$ cat src/rtl/fetch_pkg.sv
// Shared definitions for the fetch buffer: packet geometry, entry type and
// the big-endian to RISC-V little-endian word swap.
package fetch_pkg;
  localparam int INST_W       = 32;
  localparam int PKT_W        = 64;
  localparam int INST_PER_PKT = 2;
  localparam int PC_W         = 32;

  // Default-width view of one queue entry (instruction plus its PC).
  typedef struct packed {
    logic [INST_W-1:0] inst;
    logic [PC_W-1:0]   pc;
  } entry_t;

  // Reverse byte order of a 32-bit word.
  function automatic logic [INST_W-1:0] bswap32(input logic [INST_W-1:0] w);
    return {w[7:0], w[15:8], w[23:16], w[31:24]};
  endfunction
endpackage

$ cat src/rtl/fetch_buffer_mem.sv
// DEPTH-entry instruction/PC storage: two write lanes at wr_ptr, wr_ptr+1 and
// two combinational read lanes at rd_ptr, rd_ptr+1. Contents are not reset.
module fetch_buffer_mem
  import fetch_pkg::*;
#(
  parameter int DEPTH = 8,
  parameter int XLEN  = 32,
  parameter int PW    = $clog2(DEPTH)
) (
  input  logic                                     clock_i,
  input  logic                                     we_i,
  input  logic [PW-1:0]                            wr_ptr_i,
  input  logic [INST_PER_PKT-1:0][INST_W-1:0]      wr_inst_i,
  input  logic [INST_PER_PKT-1:0][XLEN-1:0]        wr_pc_i,
  input  logic [PW-1:0]                            rd_ptr_i,
  output logic [INST_PER_PKT-1:0][INST_W-1:0]      rd_inst_o,
  output logic [INST_PER_PKT-1:0][XLEN-1:0]        rd_pc_o
);
  logic [INST_W-1:0] inst_q [DEPTH];
  logic [XLEN-1:0]   pc_q   [DEPTH];

  // Write both lanes of a packet into consecutive slots; index wraps mod DEPTH.
  always_ff @(posedge clock_i) begin
    if (we_i) begin
      for (int l = 0; l < INST_PER_PKT; l++) begin
        inst_q[wr_ptr_i + PW'(l)] <= wr_inst_i[l];
        pc_q[wr_ptr_i + PW'(l)]   <= wr_pc_i[l];
      end
    end
  end

  for (genvar l = 0; l < INST_PER_PKT; l++) begin : g_rd
    assign rd_inst_o[l] = inst_q[rd_ptr_i + PW'(l)];
    assign rd_pc_o[l]   = pc_q[rd_ptr_i + PW'(l)];
  end
endmodule

$ cat src/rtl/fetch_buffer.sv
// Dual-issue instruction queue behind the 64-bit imem. Swaps each fetched
// word into little-endian order, queues instruction/PC pairs and presents the
// two oldest to decode. Optional same-cycle bypass: FETCH_BUFFER_BYPASS_EN.
module fetch_buffer
  import fetch_pkg::*;
#(
  parameter int DEPTH = 8,
  parameter int XLEN  = 32
) (
  input  logic                       clock_i,
  input  logic                       reset_n_i,
  input  logic                       fetch_valid_i,
  input  logic [PKT_W-1:0]           fetch_data_i,
  input  logic [XLEN-1:0]            fetch_pc_i,
  output logic                       fetch_ready_o,
  input  logic                       flush_i,
  input  logic [1:0]                 dec_take_i,
  output logic                       dec0_valid_o,
  output logic [INST_W-1:0]          dec0_inst_o,
  output logic [XLEN-1:0]            dec0_pc_o,
  output logic                       dec1_valid_o,
  output logic [INST_W-1:0]          dec1_inst_o,
  output logic [XLEN-1:0]            dec1_pc_o,
  output logic [$clog2(DEPTH):0]     count_o
);
  localparam int PW = $clog2(DEPTH);
  localparam int CW = PW + 1;

  logic [PW-1:0] rd_ptr_q, rd_ptr_d, wr_ptr_q, wr_ptr_d;
  logic [CW-1:0] count_q, count_d, avail;
  logic          ready_q, ready_d;
  logic          overflow, push;

  logic [INST_PER_PKT-1:0][INST_W-1:0] wr_inst, rd_inst;
  logic [INST_PER_PKT-1:0][XLEN-1:0]   wr_pc, rd_pc;
  logic [INST_W-1:0] d0_inst, d1_inst;
  logic [XLEN-1:0]   d0_pc, d1_pc;

  // Byte at fetch_pc sits in the top byte of the packet.
  assign wr_inst[0] = bswap32(fetch_data_i[63:32]);
  assign wr_inst[1] = bswap32(fetch_data_i[31:0]);
  assign wr_pc[0]   = fetch_pc_i;
  assign wr_pc[1]   = fetch_pc_i + XLEN'(4);

  // A packet that would not fit is dropped rather than corrupting the queue.
  assign overflow = count_q > CW'(DEPTH - 2);
  assign push     = fetch_valid_i && !flush_i && !overflow;

  fetch_buffer_mem #(.DEPTH(DEPTH), .XLEN(XLEN)) u_mem (
    .clock_i   (clock_i),
    .we_i      (push),
    .wr_ptr_i  (wr_ptr_q),
    .wr_inst_i (wr_inst),
    .wr_pc_i   (wr_pc),
    .rd_ptr_i  (rd_ptr_q),
    .rd_inst_o (rd_inst),
    .rd_pc_o   (rd_pc)
  );

`ifdef FETCH_BUFFER_BYPASS_EN
  // Incoming words fill whichever decode slots storage cannot. The whole
  // packet is still written: slots consumed this cycle fall behind rd_ptr
  // and are never read, which is equivalent to writing only untaken words.
  assign avail = count_q + (push ? CW'(2) : CW'(0));

  // Select stored or bypassed entries for the two decode slots.
  always_comb begin
    d0_inst = rd_inst[0];
    d0_pc   = rd_pc[0];
    d1_inst = rd_inst[1];
    d1_pc   = rd_pc[1];
    if (count_q == CW'(0)) begin
      d0_inst = wr_inst[0];
      d0_pc   = wr_pc[0];
      d1_inst = wr_inst[1];
      d1_pc   = wr_pc[1];
    end else if (count_q == CW'(1)) begin
      d1_inst = wr_inst[0];
      d1_pc   = wr_pc[0];
    end
  end
`else
  assign avail   = count_q;
  assign d0_inst = rd_inst[0];
  assign d0_pc   = rd_pc[0];
  assign d1_inst = rd_inst[1];
  assign d1_pc   = rd_pc[1];
`endif

  assign dec0_valid_o = avail >= CW'(1);
  assign dec1_valid_o = avail >= CW'(2);
  assign dec0_inst_o  = dec0_valid_o ? d0_inst : '0;
  assign dec0_pc_o    = dec0_valid_o ? d0_pc   : '0;
  assign dec1_inst_o  = dec1_valid_o ? d1_inst : '0;
  assign dec1_pc_o    = dec1_valid_o ? d1_pc   : '0;
  assign count_o      = count_q;
  assign fetch_ready_o = ready_q;

  // Next pointers/occupancy; flush wins over any same-cycle push or take.
  always_comb begin
    rd_ptr_d = rd_ptr_q + PW'(dec_take_i);
    wr_ptr_d = push ? wr_ptr_q + PW'(2) : wr_ptr_q;
    count_d  = count_q + (push ? CW'(2) : CW'(0)) - CW'(dec_take_i);
    if (flush_i) begin
      rd_ptr_d = '0;
      wr_ptr_d = '0;
      count_d  = '0;
    end
    // Leave a packet's worth of slack for the read already in flight.
    ready_d = count_d <= CW'(DEPTH - 4);
  end

  // Pointer, occupancy and ready state.
  always_ff @(posedge clock_i or negedge reset_n_i) begin
    if (!reset_n_i) begin
      rd_ptr_q <= '0;
      wr_ptr_q <= '0;
      count_q  <= '0;
      ready_q  <= 1'b1;
    end else begin
      rd_ptr_q <= rd_ptr_d;
      wr_ptr_q <= wr_ptr_d;
      count_q  <= count_d;
      ready_q  <= ready_d;
    end
  end

  a_take_legal: assert property (@(posedge clock_i) disable iff (!reset_n_i)
    !flush_i |-> (dec_take_i != 2'd3 && CW'(dec_take_i) <= avail));
  a_no_overflow: assert property (@(posedge clock_i) disable iff (!reset_n_i)
    !(fetch_valid_i && !flush_i && overflow));
endmodule

$ cat config.mk
export PLATFORM = sky130hd
export DESIGN_NAME = fetch_buffer
export DESIGN_NICKNAME = d
export VERILOG_FILES = /design/src/rtl/fetch_pkg.sv /design/src/rtl/fetch_buffer_mem.sv /design/src/rtl/fetch_buffer.sv
export SDC_FILE = /design/constraint.sdc
export NUM_CORES = 1
export LEC_CHECK = 0
export BUFFER_PORTS_ARGS = -buffer_cell sky130_fd_sc_hd__buf_2
export CORE_MARGIN = 2
export CORE_UTILIZATION = 35
export DETAILED_ROUTE_END_ITERATION = 8
export GPL_TIMING_DRIVEN = 0
export PLACE_DENSITY = 0.62
export SKIP_LAST_GASP = 1
export SYNTH_ARGS = -nofsm -noshare
export SYNTH_HDL_FRONTEND = slang
export SYNTH_SLANG_ARGS = --single-unit
export TNS_END_PERCENT = 50
$ cat constraint.sdc
create_clock -name clock_i -period 6.1 [get_ports clock_i]
set_input_delay 1.22 -clock clock_i [delete_from_list [all_inputs] [get_ports clock_i]]
set_output_delay 1.22 -clock clock_i [all_outputs]
set_load 0.02 [all_outputs]
==> run metrics <==
status=completed; crit path max fanout=10; Worst IR Drop VDD=0.000214 V; Non-Filler Instances=3399; DRT antenna net count=0; Logic pwr share=0.355; share of layout cells above drive strength 1=0.280; r2r setup slk=around 2.9 ns; Hold WS=0.476 ns; Syn Nets=between 2000 and 2500; top cell type's share of synthesized area=0.552; EDFF count, synth=504; Final Max Slew Viols=0; Setup crit end kind=output port; internal power=approximately 7.3 mW; FF-to-FF Start=count_o[3]; dpl hpwl=60.1 mm; main combinational cell family by area after synthesis=multiplexers; nature of the critical path startpoint=flop; CP arrival=3.92 ns; Initial Util=0.354; full die area=between 0.08 and 0.09 sq mm; Worst Skew=0.0142 ns; IO Port Bufs=between 200 and 250; Worst Tran Pin Value=1.43 ns; post-synth cell types=39; Pleak=~11 nW; synth top area cells=edfxtp_1 (55%), mux4_2 (21%), nand2_1 (7.8%), mux2i_1 (2.3%), xnor2_1 (2.0%); Vias/cell=5.49; sequential power share=0.370; Synth Area in Adders=0.00767; CP max-delay cell=xor2_1; sum of negative setup slack=0 ns; Syn Area/Cell=13.5 sq um; num rows=102; clock-pin slew on the worst setup and hold paths=0.06 ns; Sw Ratio=0.366; vias after detailed routing=18700; Synth Register Bits=514; most used cell, CP=clkbuf_1; post-synthesis compound-gate area fraction=0.0120; Yosys warnings=0; total power=11.6 mW; most frequent cells after synthesis=nand2_1 (570), edfxtp_1 (504), mux4_2 (252); total gr overflow=0; minimum clock period=5.14 ns; Synth Area in XOR/XNOR=0.0386; Critical Path Max Stage Delay=1.15 ns; first-pass GRT wire length=127 mm; fin nets=2430; CP Cell Sequence=clkbuf_1 -> xor2_1 -> clkbuf_1 -> nand2_1 -> a21oi_1 -> buf_2; worst-case clock buffer depth=3; RSZ-0062 raised after global routing=false; crit path kind=reg -> out; TritonCTS buffer count=54; R2R depth=10; die width=284 um; CTS tree=built; Fin. Hold Viols=0; H-tree depth=2; Routed WL per cell=25.9 um; path type of the worst min-delay path=in -> async; dpl cells=3297; pwr/cell area=364 mW/mm^2; vias in the first global route=19300; WL final=88.1 mm; leading area contributor after synthesis=edfxtp_1; CP bufs+invs=3; Synth Area in Simple Gates=0.113; routability cong.=0.830; largest net degree at the start of global routing=55; final worst-path cycle share=0.842; reg2reg end=u_mem.pc_q[2][0]; Setup violations, final=0; Max Cap Viol=0; initial antenna violation count=21; I/O pin count=237; Post-Syn Area=0.0274 sq mm; Clock Root Buffer=clkbuf_16; total global-route track usage=0.214; post-CTS sizing=0; Top FF cell, synth=edfxtp_1; TritonRoute pass-1 iters=5; WP data required=4.88 ns; Post-CTS Setup Bufs=0; clock sinks=514; Mapped Cells=2034; height of the die=284 um; Core ar.=roughly 0.077 sq mm; Area Growth Syn to Fin=16.0%; DRC viols=0; clk_lat worst skew=approximately 0.61 ns; FFs w/ async S/R, synth=0.0195; Slew HR=0.0404; # hold bufs at CTS=0; multiplexer share of the synthesized area=0.230; Detailed Route Iter0 Violations=between 1500 and 2000; cell with the most instances after synthesis=nand2_1; Fmax=0.195 GHz; kind of cell adding the most delay to the critical path=buffers and inverters; NetSw=4.23 mW; Clock Power Share=0.275; register area share after synthesis=0.561
power by group through the flow:
stage | clock (mW) | sequential [mW] | combinational, mW
after floorplan | 0 | 4.37 | 2.50
after global placement | 0 | 4.41 | 4.05
after detailed placement | 0 | 4.35 | 4.13
after CTS | 3.21 | 4.28 | 4.14
after global routing | 3.34 | 4.30 | 4.35
final | 3.18 | 4.28 | 4.11
metrics by stage:
step / setup slack [ns] / util / cell area (sq um)
after floorplan: 0.0412 / - / 27400
after global placement: -3.25 / 0.384 / 29800
after detailed placement: 1.58 / 0.389 / 30100
after CTS: 0.919 / 0.410 / 31800
after global routing: 0.788 / 0.410 / 31800
final: 0.961 / 0.410 / 31800
worst register-to-register path: stages, from the launching register on:
cell and delay [ns]:
dfrtp_1 0.41, inv_1 0.10, ha_1 0.18, and2_1 0.18
mux2_2 0.32, nand2_1 0.12, inv_2 0.31, buf_2 0.57
buf_16 0.26, buf_12 0.25, buf_16 0.23
worst max-delay path by stage:
| stage | start | to | depth (start not counted) |
|---|---|---|---|
| after detailed placement | rd_ptr_q[2] | dec1_pc_o[30] | 6 |
| after floorplan | fetch_valid_i | u_mem.inst_q[0][0] | 5 |
| after global placement | fetch_valid_i | u_mem.pc_q[4][8] | 6 |
| after global routing | rd_ptr_q[2] | dec1_pc_o[13] | 6 |
| after CTS | rd_ptr_q[2] | dec1_pc_o[13] | 6 |
| final | rd_ptr_q[2] | dec1_pc_o[30] | 6 |
layout make-up:
class,count,area (sq um)
multi-input combinational,1286,11000
tap,1040,1300
inverter,16,60.1
sequential,514,15400
buffer,218,963
clock inverter,31,228
clock buffer,64,1450
timing repair buffer,223,1360
fill,7147,45700
antenna,7,17.5
logic make-up after synthesis:
family / Yosys count
and+or+nand+nor: 768
DFF: 514
muxes: 316
buffers and inverters: 234
xor gates and xnor gates: 121
AOI/OAI and AO/OA: 66
adders and majority gates: 15
placed cells by master (no fill, tap or decap), types with 5 or more instances in the layout:
master      count
nand3_1        16
clkinv_2        5
nor3_2          6
edfxtp_1      504
mux2i_1        63
nor2_1        127
clkbuf_1      128
a21oi_1        64
xor2_1         58
nor3_1          7
clkinv_1       13
nand2_1       570
and3_1          6
dfrtp_1         9
xnor2_1        63
clkinv_4        5
mux4_2        252
clkbuf_16      57
nor2b_1        10
ha_1           12
clkinvlp_4      6
buf_12          6
buf_4           8
inv_1          11
diode_2         7
and2_1          6
buf_16          7
buf_1           8
buf_2         286
routing by layer:
metal | routed length, um | up-vias | global-route usage
met5 | 178 | - | 0
li1 | - | 7996 | -
met1 | 32600 | 9489 | 0.259
met4 | 3280 | 30 | 0.0841
met2 | 43700 | 930 | 0.363
met3 | 8390 | 220 | 0.0589
sequential cells by signal, summed over array words and instances, names as in the netlist:
register and flops:
u_mem.inst_q 256, u_mem.pc_q 248, count_o 4, rd_ptr_q 3, wr_ptr_q 2, fetch_ready_o 1
No activity file was read; power rests on OpenSTA's default activity.
